`src/rtl/acc_pkg.sv`:
```
// Shared definitions for the accumulator core: widths, opcodes and FSM states.
package acc_pkg;

    localparam int DATA_W = 8;
    localparam int ADDR_W = 5;

    typedef enum logic [2:0] {
        OP_LOAD  = 3'b000,
        OP_STORE = 3'b001,
        OP_ADD   = 3'b010,
        OP_SUB   = 3'b011,
        OP_AND   = 3'b100,
        OP_JMP   = 3'b101,
        OP_JZ    = 3'b110,
        OP_HALT  = 3'b111
    } opcode_t;

    typedef enum logic [1:0] {
        ST_IDLE  = 2'd0,
        ST_FETCH = 2'd1,
        ST_EXEC  = 2'd2,
        ST_HALT  = 2'd3
    } state_t;

    // Instructions that read a data operand through the second RAM read port.
    function automatic logic uses_operand(opcode_t op);
        return (op == OP_LOAD) || (op == OP_ADD) || (op == OP_SUB) || (op == OP_AND);
    endfunction

endpackage

```
`src/rtl/acc_alu.sv`:
```
// Combinational ALU: computes the next accumulator and carry for one opcode.
module acc_alu
    import acc_pkg::*;
(
    input  logic [2:0]        opcode,
    input  logic [DATA_W-1:0] acc,
    input  logic [DATA_W-1:0] op_data,
    input  logic              carry_in,
    output logic [DATA_W-1:0] result,
    output logic              carry_out
);

    logic [DATA_W:0] wide;

    // Opcodes that do not touch the accumulator pass acc and carry through.
    always_comb begin
        wide      = '0;
        result    = acc;
        carry_out = carry_in;
        case (opcode_t'(opcode))
            OP_LOAD: result = op_data;
            OP_ADD: begin
                wide      = {1'b0, acc} + {1'b0, op_data};
                result    = wide[DATA_W-1:0];
                carry_out = wide[DATA_W];
            end
            OP_SUB: begin
                wide      = {1'b0, acc} - {1'b0, op_data};
                result    = wide[DATA_W-1:0];
                carry_out = wide[DATA_W];
            end
            OP_AND: result = acc & op_data;
            default: ;
        endcase
    end

endmodule

```
`src/rtl/acc_core.sv`:
```
// Two-cycle-per-instruction accumulator CPU driving an external 32x8 RAM
// with two combinational read ports and one synchronous write port.
module acc_core
    import acc_pkg::*;
#(
    parameter logic [ADDR_W-1:0] RESET_PC = 5'd0
) (
    input  logic              clock,
    input  logic              reset_n,
    input  logic              start,
    output logic              instr_re,
    output logic [ADDR_W-1:0] instr_addr,
    input  logic [DATA_W-1:0] instr_data,
    output logic              op_re,
    output logic [ADDR_W-1:0] op_addr,
    input  logic [DATA_W-1:0] op_data,
    output logic              mem_we,
    output logic [ADDR_W-1:0] mem_waddr,
    output logic [DATA_W-1:0] mem_wdata,
    output logic [DATA_W-1:0] acc,
    output logic [ADDR_W-1:0] pc,
    output logic              carry,
    output logic              halted
);

    state_t            state;
    logic [DATA_W-1:0] ir;
    opcode_t           opcode;
    logic [DATA_W-1:0] alu_result;
    logic              alu_carry;
    logic [ADDR_W-1:0] pc_seq;

    assign opcode = opcode_t'(ir[7:5]);
    assign pc_seq = pc + 1'b1;

    // RAM-facing signals decode straight from state so reset kills them at once.
    assign instr_re   = (state == ST_FETCH);
    assign instr_addr = pc;
    assign op_re      = (state == ST_EXEC) && uses_operand(opcode);
    assign op_addr    = ir[4:0];
    assign mem_we     = (state == ST_EXEC) && (opcode == OP_STORE);
    assign mem_waddr  = ir[4:0];
    assign mem_wdata  = acc;

    acc_alu u_alu (
        .opcode    (ir[7:5]),
        .acc       (acc),
        .op_data   (op_data),
        .carry_in  (carry),
        .result    (alu_result),
        .carry_out (alu_carry)
    );

    always_ff @(posedge clock or negedge reset_n) begin
        if (!reset_n) begin
            state  <= ST_IDLE;
            pc     <= RESET_PC;
            acc    <= '0;
            ir     <= '0;
            carry  <= 1'b0;
            halted <= 1'b0;
        end else begin
            case (state)
                ST_IDLE: begin
                    if (start) state <= ST_FETCH;
                end
                ST_FETCH: begin
                    ir    <= instr_data;
                    state <= ST_EXEC;
                end
                ST_EXEC: begin
                    acc   <= alu_result;
                    carry <= alu_carry;
                    pc    <= pc_seq;
                    state <= ST_FETCH;
                    // Control-flow opcodes override the sequential pc and next state.
                    case (opcode)
                        OP_JMP: pc <= ir[4:0];
                        OP_JZ: begin
                            if (acc == '0) pc <= ir[4:0];
                        end
                        OP_HALT: begin
                            pc     <= pc;
                            state  <= ST_HALT;
                            halted <= 1'b1;
                        end
                        default: ;
                    endcase
                end
                ST_HALT: state <= ST_HALT;
                default: state <= ST_IDLE;
            endcase
        end
    end

endmodule
```
`config.mk`:
```
export PLATFORM = sky130hd
export DESIGN_NAME = acc_core
export DESIGN_NICKNAME = d
export VERILOG_FILES = /design/src/rtl/acc_pkg.sv /design/src/rtl/acc_alu.sv /design/src/rtl/acc_core.sv
export SDC_FILE = /design/constraint.sdc
export NUM_CORES = 1
export LEC_CHECK = 0
export CORE_ASPECT_RATIO = 1.5
export CORE_MARGIN = 2
export CORE_UTILIZATION = 54
export CTS_CLUSTER_DIAMETER = 50
export DETAILED_ROUTE_END_ITERATION = 8
export GPL_TIMING_DRIVEN = 0
export PLACE_DENSITY = 0.87
export SLEW_MARGIN = 20
export SYNTH_ARGS = -nofsm -noshare
export SYNTH_HDL_FRONTEND = slang
export SYNTH_SLANG_ARGS = --single-unit
```
`constraint.sdc`:
```
create_clock -name clock -period 3.7 [get_ports clock]
set_input_delay 0.37 -clock clock [delete_from_list [all_inputs] [get_ports clock]]
set_output_delay 0.37 -clock clock [all_outputs]
set_load 0.05 [all_outputs]
```
==> results of run 1 <==
## final cells by class
type | count | area [um^2] | area share (%)
Buffer | 34 | 227.7 | 7.533
Clock buffer | 3 | 41.29 | 1.366
Clock inverter | 1 | 7.507 | 0.2483
Inverter | 22 | 82.58 | 2.732
Multi-Input combinational cell | 190 | 1395 | 46.15
Sequential cell | 25 | 625.6 | 20.70
Tap cell | 46 | 57.56 | 1.904
Timing Repair Buffer | 59 | 585.6 | 19.37
## kinds of logic (layout without fill, tap and decap cells)
family	after synthesis	count (layout)	synth area share [%]
AOI/OAI and AO/OA	78	78	23.62
and+or+nand+nor	74	74	16.91
buffers and inverters	56	119	13.31
DFF	25	25	26.84
adders and majority gates	20	20	11.38
muxes	15	15	6.817
xor gates and xnor gates	3	3	1.127
## registers in the layout, indices dropped and copies added (netlist names)
register and count:
carry 1, instr_addr 5, halted 1, state 2, acc 8, ir 8
## how the worst min path moves through the flow
stage	from	to	slack [ps]	cells past startpoint
3_5_place_dp	halted	halted	490	1
2_1_floorplan	reset_n	acc[0]	70	0
4_1_cts	halted	halted	510	1
3_3_place_gp	halted	halted	460	1
5_1_grt	reset_n	acc[5]	130	1
6_report	reset_n	acc[5]	80	1
## layer usage
metal,vias to the layer above,track usage [%]
met5,-,0
met4,0,11.63
met3,21,2.157
met2,92,50.10
met1,1054,28.00
li1,1080,-
## synth_stat cells (all sizes together), types with 2 or more instances
cell and count:
a21oi 14, a21o 4, o21bai 2, o22ai 2
a22oi 4, a211oi 2, inv 22, nand3 5
o21ai 18, o221ai 4, mux2i 8, buf 33
nor2 16, a32o 2, nor4 4, o22a 2
a31oi 2, nand3b 2, nor2b 5, a311oi 2
mux2 7, a32oi 2, o211ai 4, fa 2
nor3 7, dfrtp 25, ha 18, xnor2 2
nand2b 8, o311ai 2, nand2 20
## through the flow
step	instances	setup slack [ps]
after global routing	380	732.4
after CTS	380	857.0
after detailed placement	376	894.6
after floorplan	271	1204
after global placement	376	928.8
final	380	862.4
==> run summary, run 1 <==
Routed vias - 2247
Highest-count cells in the layout ignoring fill and taps - clkdlybuf4s50_1, dfrtp_1, buf_4
WS Path Type - register to output port
Crit-path max cell delay - 800 ps
Launch point of the critical path - state[0]
Ys flop type - dfrtp_1
Chip Height - 84.47 um
DIE AREA - 4869 um^2
Vias per Instance - 5.913
CP bufs+invs - 4
Final GP Congestion - 0.9378
Syn Area/Cell - 8.601 um^2
CTS Buffer Depth - 2
Worst-skew pair later-pin latency - 270 ps
Worst r2r src - acc[0]
Synth async-reset ratio - 100.0%
Crit. path cell count - 7
Crit end category - output port
Yosys reg bits - 25
Antenna-violating nets left - 0
Clk sink count - 25
Commonest non-fill, non-tap cell in the layout - clkdlybuf4s50_1
Layout net count - 374
Max Cap Viol - 0
Critical Path End - op_re
# setup viols final - 0
Top routing layer in use - met4
Area Overhead vs Synth - 29.68%
Area contributors post-synth - dfrtp_1, ha_1, buf_4
WL met2 - 3.436 mm
I/O pin count - 60
RR Endpoint - acc[4]
Ant. Diodes - 0
Clock transition at path regs - 90 ps
Syn nets - 310
Cells after Synth - 271
Detailed Routing Iterations Pass 1 - 4
Distinct cells, synth - 60
Wire length on met1 - 2.314 mm
Slew @ Worst Pin - 831.3 ps
GRT overflow - 0
Fin crit share - 76.69%
Fill count - 352
Min Clock Period, post-route - 2838 ps
First-pass GRT wire length - 10.12 mm
Yosys warns - 0
Final Slew Violations - 0
PortBufs - 59
Root buf cell - clkbuf_8
Flop-to-flop setup slack - 1270 ps
WHS - 77.32 ps
GRT Total Usage - 26.23%
Status - finished clean
CTS tree - built
Resized Gates After CTS - 0
Postcts setup bufs - 0
Yosys top cell by area - dfrtp_1
Core area - 4173 um^2
Highest clock rate - 352.4 MHz
Critical-path cell list - nand2b_1, clkbuf_1, a21oi_1, nand2_1, buf_2, inv_1, clkdlybuf4s50_1
Largest net degree at the start of global routing - 26
Hold-fix buffers, CTS - 0
Post-route DRC - 0
Delay-heaviest family, CP - buffers and inverters
DRT iter0 DRCs - 100
Setup TNS Final - 0 ps
Post-synth EDFFs - 0
DR WL/cell - 16.41 um
Post-placement cell area - 2979 um^2
Setup Skew - 6.140 ps
Endpoints failing hold - 0
Slowest CP cell - clkdlybuf4s50_1
Std-Cell Rows - 29
Initial Utilization - 55.86%
Detailed placement HPWL - 4.966 mm
Final core occ - 72.44%
Netlist Area Pre-Place - 2331 um^2
Share of post-route cells with drive strength above 1 - 16.17%
Crit path arrival time - 2470 ps
Final Cell Area - 3023 um^2
Number of global-route vias before repair - 2215
Routed length on met3 - 298 um
Crit start category - register
Worst r2r path cells - 8
Slew headroom - 44.37%
Initial antenna violation count - 0
Hold Path Class - input port to asynchronous set/reset pin
Setup repair after global routing missed its margin - no
CP required - 3330 ps
TritonCTS buffer count - 3
Post-synth top area share - 26.84%
H-Tree Level Count - 1
Die X - 57.65 um
CP Max Fanout - 10
Drt total wl - 6.237 mm
Sequential area share after synthesis - 26.84%
Power of run 1 is left out: the tool's default activity adds up to more than one toggle a clock period on the data nets, which glitch-free logic cannot reach.
==> run 2, diff against run 1 <==
CORE_UTILIZATION = 50   (was 54)
PLACE_DENSITY = 0.82   (was 0.87)
clock period = 2.96 ns   (was 3.7 ns; I/O delays follow)
==> run 2 against run 1 <==
Compared with the run above: global-route usage down 1.6 points; worst setup slack worse by 690 ps; cell area about the same; non-clock buffer count unchanged; first-iteration DRC count down 16%; clock-buffer cell count unchanged; critical endpoint unchanged; register-to-register slack worse by 750 ps; core utilization down 5.3 points.
==> run summary, run 2 (same netlist as run 1, synthesis figures left out) <==
Final GP Congestion - 0.9455
CP bufs+invs - 4
# setup viols final - 0
Launch point of the critical path - state[0]
Vias per Instance - 5.932
Std-Cell Rows - 30
Slowest CP cell - clkdlybuf4s50_1
Status - finished clean
Layout net count - 374
CTS Buffer Depth - 2
Crit start category - register
Slew @ Worst Pin - 831.4 ps
H-Tree Level Count - 1
Highest-count cells in the layout ignoring fill and taps - clkdlybuf4s50_1, dfrtp_1, buf_4
Final Instance Count excl. Fillers - 382
Root buf cell - clkbuf_8
CP Max Fanout - 10
Detailed placement HPWL - 5.041 mm
RR Endpoint - acc[4]
Largest net degree at the start of global routing - 26
Worst r2r src - acc[0]
DRT iter0 DRCs - 84
WL met2 - 3.371 mm
Highest clock rate - 358.5 MHz
Critical-path cell list - nand2b_1, clkbuf_1, a21oi_1, nand2_1, buf_2, inv_1, clkdlybuf4s50_1
GRT Total Usage - 24.61%
Fill count - 398
Crit path arrival time - 2490 ps
Chip Height - 87.63 um
Fin crit share - 94.24%
Endpoints failing hold - 0
Final core occ - 67.17%
Share of post-route cells with drive strength above 1 - 16.17%
First-pass GRT wire length - 9.929 mm
Routed length on met3 - 244 um
Crit end category - output port
Crit-path max cell delay - 800 ps
Top routing layer in use - met4
Routed vias - 2266
Core area - 4504 um^2
Min Clock Period, post-route - 2790 ps
Flop-to-flop setup slack - 520 ps
Final Slew Violations - 0
WS Path Type - register to output port
Setup Skew - 10.27 ps
Clock transition at path regs - 100 ps
Die X - 59.75 um
Worst-skew pair later-pin latency - 270 ps
Delay-heaviest family, CP - buffers and inverters
PortBufs - 59
TritonCTS buffer count - 3
Inst Count DP - 378
Drt total wl - 6.426 mm
I/O pin count - 60
Worst r2r path cells - 8
Ant. Diodes - 0
Area Overhead vs Synth - 29.79%
GRT overflow - 0
Antenna-violating nets left - 0
Max Cap Viol - 0
Postcts setup bufs - 0
Number of global-route vias before repair - 2057
Clk sink count - 25
Initial antenna violation count - 0
Initial Utilization - 51.75%
Post-route DRC - 0
Slew headroom - 44.37%
Hold-fix buffers, CTS - 0
Commonest non-fill, non-tap cell in the layout - clkdlybuf4s50_1
CP required - 2660 ps
CTS tree - built
DR WL/cell - 16.82 um
Setup repair after global routing missed its margin - no
Hold Path Class - input port to asynchronous set/reset pin
Wire length on met1 - 2.617 mm
Resized Gates After CTS - 0
Setup TNS Final - 0 ps
DIE AREA - 5236 um^2
Detailed Routing Iterations Pass 1 - 6
run 2: final cells by class:
cell class | count | area [um^2] | area share, %
multi-input cells | 190 | 1395 | 46.11
flip-flops and latches | 25 | 625.6 | 20.68
plain buffers | 34 | 227.7 | 7.527
inverters | 22 | 82.58 | 2.730
repair buffers | 59 | 585.6 | 19.35
clock buffers | 3 | 41.29 | 1.365
well taps | 48 | 60.06 | 1.985
clock inverters | 1 | 7.507 | 0.2481
run 2: metrics by stage:
step	instance area [um^2]	hold WS (ps)	setup WS (ps)
global route	3025	51.61	12.39
detailed placement	2982	469.8	248.1
global placement	2982	457.1	267.1
finish	3025	12.85	170.5
CTS	3030	494.1	190.3
floorplan	2331	0.4090	464.1
run 2: worst max-delay path by stage:
stage | to | slack, ps | cells after the start
finish | op_re | 170 | 7
global route | op_re | 10 | 7
CTS | op_re | 190 | 7
detailed placement | acc[4] | 250 | 9
global placement | acc[4] | 270 | 9
floorplan | acc[4] | 460 | 8
run 2: per-layer routing:
layer | vias up | track usage [%]
met5 | - | 0
met4 | 0 | 8.081
met3 | 16 | 2.511
met2 | 83 | 45.06
met1 | 1085 | 29.07
li1 | 1082 | -
Power of run 2 is left out for the same reason.
==> run 3, diff against run 2 <==
CTS_CLUSTER_SIZE = 16   (was default)
==> results of run 3 <==
Same layout as run 2: the final DEF is identical, and so are final timing and power.
Power of run 3 is left out for the same reason.
